### src/rtl/uart_tx_arbiter_pkg.sv
// Shared types for uart_tx_arbiter: bus structs, FSM state, register struct.
// configure holds the default uart_tx ready timeout.
package configure;

    localparam logic [31:0] uart_arb_timeout = 32'd1048576;

endpackage

package wires;

    typedef struct packed {
        logic        mem_valid;
        logic        mem_instr;
        logic [31:0] mem_addr;
        logic [31:0] mem_wdata;
        logic [3:0]  mem_wstrb;
    } mem_in_type;

    typedef struct packed {
        logic        mem_ready;
        logic        mem_error;
        logic [31:0] mem_rdata;
    } mem_out_type;

    typedef enum logic [1:0] {
        IDLE  = 2'd0,
        ISSUE = 2'd1,
        WAIT  = 2'd2,
        RESP  = 2'd3
    } arb_state_t;

    typedef struct packed {
        logic       pend;
        logic [7:0] wbyte;
    } slot_t;

    typedef struct packed {
        arb_state_t  state;
        logic        grant;
        logic        last;
        logic        err;
        logic [31:0] counter;
    } arb_reg_t;

    localparam arb_reg_t ARB_RESET = '{
        state:   IDLE,
        grant:   1'b0,
        last:    1'b1,
        err:     1'b0,
        counter: 32'd0
    };

    // Both pending: the port that was not served last wins.
    function automatic logic pick(input logic p0, input logic p1,
                                  input logic last);
        return (p0 & p1) ? ~last : p1;
    endfunction

endpackage

### src/rtl/uart_tx_arbiter_slot.sv
// uart_arb_slot: per-port write capture, pending flag and read response.
module uart_arb_slot
    import wires::*;
(
    input  logic        clock,
    input  logic        reset,
    input  mem_in_type  req_in,
    output mem_out_type req_out,
    input  logic        done,
    input  logic        error,
    output logic        pend,
    output logic [7:0]  wbyte
);

    slot_t       slot_q, slot_d;
    mem_out_type out_q, out_d;
    logic        accept;
    logic        unused_ok;

    assign unused_ok = ^{req_in.mem_instr, req_in.mem_addr,
                         req_in.mem_wdata[31:8]};

    // The cycle a response is presented the requester still holds valid,
    // so that request is already being answered and must not be re-taken.
    always_comb begin
        slot_d = slot_q;
        out_d  = '0;
        accept = req_in.mem_valid && !slot_q.pend && !out_q.mem_ready;
        if (done) begin
            slot_d.pend = 1'b0;
        end
        if (accept && |req_in.mem_wstrb) begin
            slot_d.pend  = 1'b1;
            slot_d.wbyte = req_in.mem_wdata[7:0];
        end
        out_d.mem_ready = done | (accept && req_in.mem_wstrb == 4'b0000);
        out_d.mem_error = done & error;
    end

    always_ff @(posedge clock) begin
        if (reset) begin
            slot_q <= '0;
            out_q  <= '0;
        end else begin
            slot_q <= slot_d;
            out_q  <= out_d;
        end
    end

    assign req_out = out_q;
    assign pend    = slot_q.pend;
    assign wbyte   = slot_q.wbyte;

endmodule

### src/rtl/uart_tx_arbiter.sv
// Round-robin sharing of one uart_tx between two requesters.
// Define UART_ARB_TIMEOUT_EN to bound the wait for uart_tx ready.
module uart_tx_arbiter
    import configure::*;
    import wires::*;
#(
    parameter logic [31:0] timeout = uart_arb_timeout
) (
    input  logic        clock,
    input  logic        reset,
    input  mem_in_type  req0_in,
    output mem_out_type req0_out,
    input  mem_in_type  req1_in,
    output mem_out_type req1_out,
    output mem_in_type  uart_in,
    input  mem_out_type uart_out
);

    arb_reg_t   r_q, r_d;
    mem_in_type uart_q, uart_d;
    logic [1:0] pend;
    logic [1:0] done;
    logic [7:0] byte0, byte1;
    logic       gnt;
    logic       unused_ok;

    assign unused_ok = ^{uart_out.mem_error, uart_out.mem_rdata, timeout};

    uart_arb_slot u_slot0 (
        .clock   (clock),
        .reset   (reset),
        .req_in  (req0_in),
        .req_out (req0_out),
        .done    (done[0]),
        .error   (r_q.err),
        .pend    (pend[0]),
        .wbyte   (byte0)
    );

    uart_arb_slot u_slot1 (
        .clock   (clock),
        .reset   (reset),
        .req_in  (req1_in),
        .req_out (req1_out),
        .done    (done[1]),
        .error   (r_q.err),
        .pend    (pend[1]),
        .wbyte   (byte1)
    );

    // uart_in is registered: it is loaded on IDLE->ISSUE so it is high
    // for exactly the ISSUE cycle.
    always_comb begin
        r_d    = r_q;
        uart_d = '0;
        done   = 2'b00;
        gnt    = pick(pend[0], pend[1], r_q.last);
        unique case (r_q.state)
            IDLE: begin
                if (|pend) begin
                    r_d.grant        = gnt;
                    r_d.err          = 1'b0;
                    r_d.state        = ISSUE;
                    uart_d.mem_valid = 1'b1;
                    uart_d.mem_wdata = {24'b0, gnt ? byte1 : byte0};
                    uart_d.mem_wstrb = 4'b0001;
                end
            end
            ISSUE: begin
                r_d.state   = WAIT;
                r_d.counter = '0;
            end
            WAIT: begin
                if (uart_out.mem_ready) begin
                    r_d.state = RESP;
                end
`ifdef UART_ARB_TIMEOUT_EN
                else if (r_q.counter == timeout - 32'd1) begin
                    r_d.state = RESP;
                    r_d.err   = 1'b1;
                end else begin
                    r_d.counter = r_q.counter + 32'd1;
                end
`else
`endif
            end
            RESP: begin
                done      = r_q.grant ? 2'b10 : 2'b01;
                r_d.last  = r_q.grant;
                r_d.state = IDLE;
            end
            default: begin
                r_d = ARB_RESET;
            end
        endcase
    end

    always_ff @(posedge clock) begin
        if (reset) begin
            r_q    <= ARB_RESET;
            uart_q <= '0;
        end else begin
            r_q    <= r_d;
            uart_q <= uart_d;
        end
    end

    assign uart_in = uart_q;

endmodule
### config.mk
export PLATFORM = sky130hd
export DESIGN_NAME = uart_tx_arbiter
export DESIGN_NICKNAME = d
export VERILOG_FILES = /design/src/rtl/uart_tx_arbiter_pkg.sv /design/src/rtl/uart_tx_arbiter_slot.sv /design/src/rtl/uart_tx_arbiter.sv
export SDC_FILE = /design/constraint.sdc
export NUM_CORES = 1
export LEC_CHECK = 0
export BUFFER_PORTS_ARGS = -buffer_cell sky130_fd_sc_hd__buf_2
export CORE_AREA = 2 2 121 123
export DETAILED_ROUTE_END_ITERATION = 12
export DIE_AREA = 0 0 123 125
export GPL_TIMING_DRIVEN = 1
export SYNTH_ARGS = -nofsm -noshare
export SYNTH_HDL_FRONTEND = slang
export SYNTH_SLANG_ARGS = --single-unit
### constraint.sdc
create_clock -name clock -period 1.35 [get_ports clock]
set_input_delay 0.0675 -clock clock [delete_from_list [all_inputs] [get_ports clock]]
set_output_delay 0.0675 -clock clock [all_outputs]
set_load 0.01 [all_outputs]
==> results.py <==
metrics = {
    "clocking": {
        "cts_max_level": 2,
        "clk_latency_ps": 270,
        "cts_tree": "built",
        "root_buffer": "clkbuf_16",
        "cts.sinks": 33,
        "cts_buffers": 5,
        "clockBufferDepth": 2,
        "clkTransAtPathRegs_ps": 50,
        "hold_buffers": 0,
    },
    "routing": {
        "drt_wl_total_um": 4130,
        "wl_per_cell_um": 7.99,
        "vias_per_cell": 2.82,
        "drc": 0,
        "vias": 1457,
        "drtIter0Drc": 21,
        "dr.pass1.iters": 2,
        "route.antenna.remaining_nets": 0,
    },
    "layout": {
        "drive_above_1_share_pct": 21.3,
        "fin_nets": 506,
        "design_area_sq_um": 2580,
        "fin_cells": 516,
        "syn_to_final_growth_pct": 5.95,
        "final_cell_mix": "conb_1, buf_2, nand2b_1, dfxtp_1, nand2_1",
        "final_common_cell": "conb_1",
    },
    "run_status": {
        "status": "completed",
    },
    "synth": {
        "async_flop_share_pct": 0,
        "synth_ff_type": "dfxtp_1",
        "yosys_warnings": 0,
        "syn_inst": 283,
        "synth_edf_count": 0,
        "seq_area_frac_synth_pct": 27.1,
        "synth_seq_cells": 33,
        "synthesis.area_sq_um": 2440,
        "ys_types": 25,
        "postSynthAreaPerCell_sq_um": 8.61,
    },
    "die": {
        "ios": 314,
        "chipWidth_um": 123,
        "die_area_sq_um": 15400,
        "coreArea_sq_um": 14200,
        "start_util_pct": 17.2,
        "die_h_um": 125,
        "rows": 44,
    },
    "sta": {
        "min_period_over_period_pct": 92.9,
        "clock_skew_ps": 3.40,
        "setup_violations": 0,
        "drv_slew": 0,
        "finalHoldViolations": 0,
        "fin_setup_tns_ps": 0,
        "fmax_ghz": 0.797,
        "finalCriticalPeriod_ps": 1250,
    },
    "placed_design": {
        "dp_cells": 504,
        "dpl.hpwl_um": 3330,
        "placed_area_sq_um": 2390,
        "gp_congestion": 0.665,
        "portBuffers": 40,
    },
    "power": {
        "vdd_drop_max_mv": 0.359,
        "power_density_nw_per_um2": 1180,
        "power.leakage_nw": 1.26,
    },
    "worst_setup_path": {
        "crit_fanout": 5,
        "worstSetupPathType": "register to register",
        "start_kind": "register",
        "critPathCaptureType": "register",
        "critPathRequiredTime_ps": 1510,
        "arrival_ps": 1410,
    },
    "global_routing": {
        "antenna_found_initial": 5,
        "grt_pass1_vias": 1201,
        "grt.total_usage_pct": 5.27,
        "grt_max_degree": 42,
        "grt_pass1_wl_um": 6060,
        "grt_overflow": 0,
    },
    "min_path": {
        "hold_class": "primary input to register",
    },
    "run": {
        "maxCapViolCount": 0,
    },
}
[cells by family (layout without fill, tap and decap cells)]
| group | count (synthesis) | in the layout | share of synthesized area, % |
|---|---|---|---|
| buffers and inverters | 139 | 59 | 41.6 |
| muxes | 17 | 17 | 6.98 |
| adders and majority gates | 3 | 3 | 1.54 |
| AOI/OAI and AO/OA | 20 | 20 | 6.42 |
| other | 1 | 130 | 0.154 |
| DFF | 33 | 33 | 27.1 |
| and+or+nand+nor | 70 | 70 | 16.2 |
[stage by stage]
stage,utilization [%],setup WS [ps],total power [mW],hold WS [ps]
floorplan,-,106,1.97,222
global placement,16.8,84.4,1.87,335
detailed placement,16.8,78.7,1.87,336
CTS,17.9,66.9,3.07,43.9
global route,18.1,-0.0409,3.25,58.6
finish,18.2,95.2,3.05,47.0
[synth_stat cells (2+ instances only)]
master / count / area share [%]
inv_1: 3 / 0.46
a21oi_1: 5 / 1.0
ha_1: 3 / 1.5
buf_4: 129 / 40
nor4_2: 2 / 1.0
clkbuf_1: 5 / 0.77
a21oi_2: 8 / 2.9
o21ba_1: 2 / 0.82
nand2b_1: 35 / 9.0
mux2i_1: 17 / 7.0
nor2b_1: 5 / 1.3
nor3b_1: 2 / 0.62
nand2_1: 19 / 2.9
dfxtp_1: 33 / 27
nor2_1: 5 / 0.77
[layout make-up]
class                      count  area [sq um]
antenna                        4          10.0
clock buffer                   7           153
clock inverter                 1          5.00
fill                        1638         11600
inverter                       4          15.0
multi-input combinational    236          1250
sequential                    33           661
tap                          184           230
timing repair buffer          47           260
[layer usage]
metal / GRT usage, % / share of wire, %
met3: 3.06 / 17
met1: 5.82 / 40
met2: 7.73 / 40
met5: 0 / 0.32
met4: 3.21 / 2.6
[critical path, cell delays in order, from the launching register on]
cell and delay, ps:
dfxtp_1 380, inv_1 60, ha_1 180, buf_4 150, a21oi_1 140, o221a_1 190
nor2_1 40
[registers in the layout (all words and copies together), names as in the netlist]
| name | cells |
|---|---|
| uart_in | 9 |
| u_slot0.wbyte | 8 |
| u_slot1.wbyte | 8 |
| r_q | 4 |
| u_slot0.pend | 1 |
| u_slot0.req_out | 1 |
| u_slot1.pend | 1 |
| u_slot1.req_out | 1 |
[path summary, 6_finish.rpt]
path	from	to	slack, ps	cells after the start
setup / recovery	r_q[36]$_SDFFE_PP0P_	r_q[34]$_SDFFE_PP0P_	100	6
hold / removal	req0_in[11]	u_slot0.wbyte[7]$_SDFFE_PP0P_	50	3
setup reg to reg	r_q[36]$_SDFFE_PP0P_	r_q[34]$_SDFFE_PP0P_	100	6
hold reg to reg	u_slot1.wbyte[7]$_SDFFE_PP0P_	uart_in[11]$_SDFF_PP0_	460	2
[power breakdown]
| part | internal, mW | switching [mW] |
|---|---|---|
| sequential | 1.08 | 0.0708 |
| clock | 0.780 | 0.397 |
| combinational | 0.288 | 0.439 |
| total | 2.15 | 0.907 |
[what timing repair did]
action                                  4_1_cts  5_1_grt
buffers inserted                              0        0
endpoints found under the setup margin        0       12
resized for setup                             0        6
No activity file was read; power rests on OpenSTA's default activity.
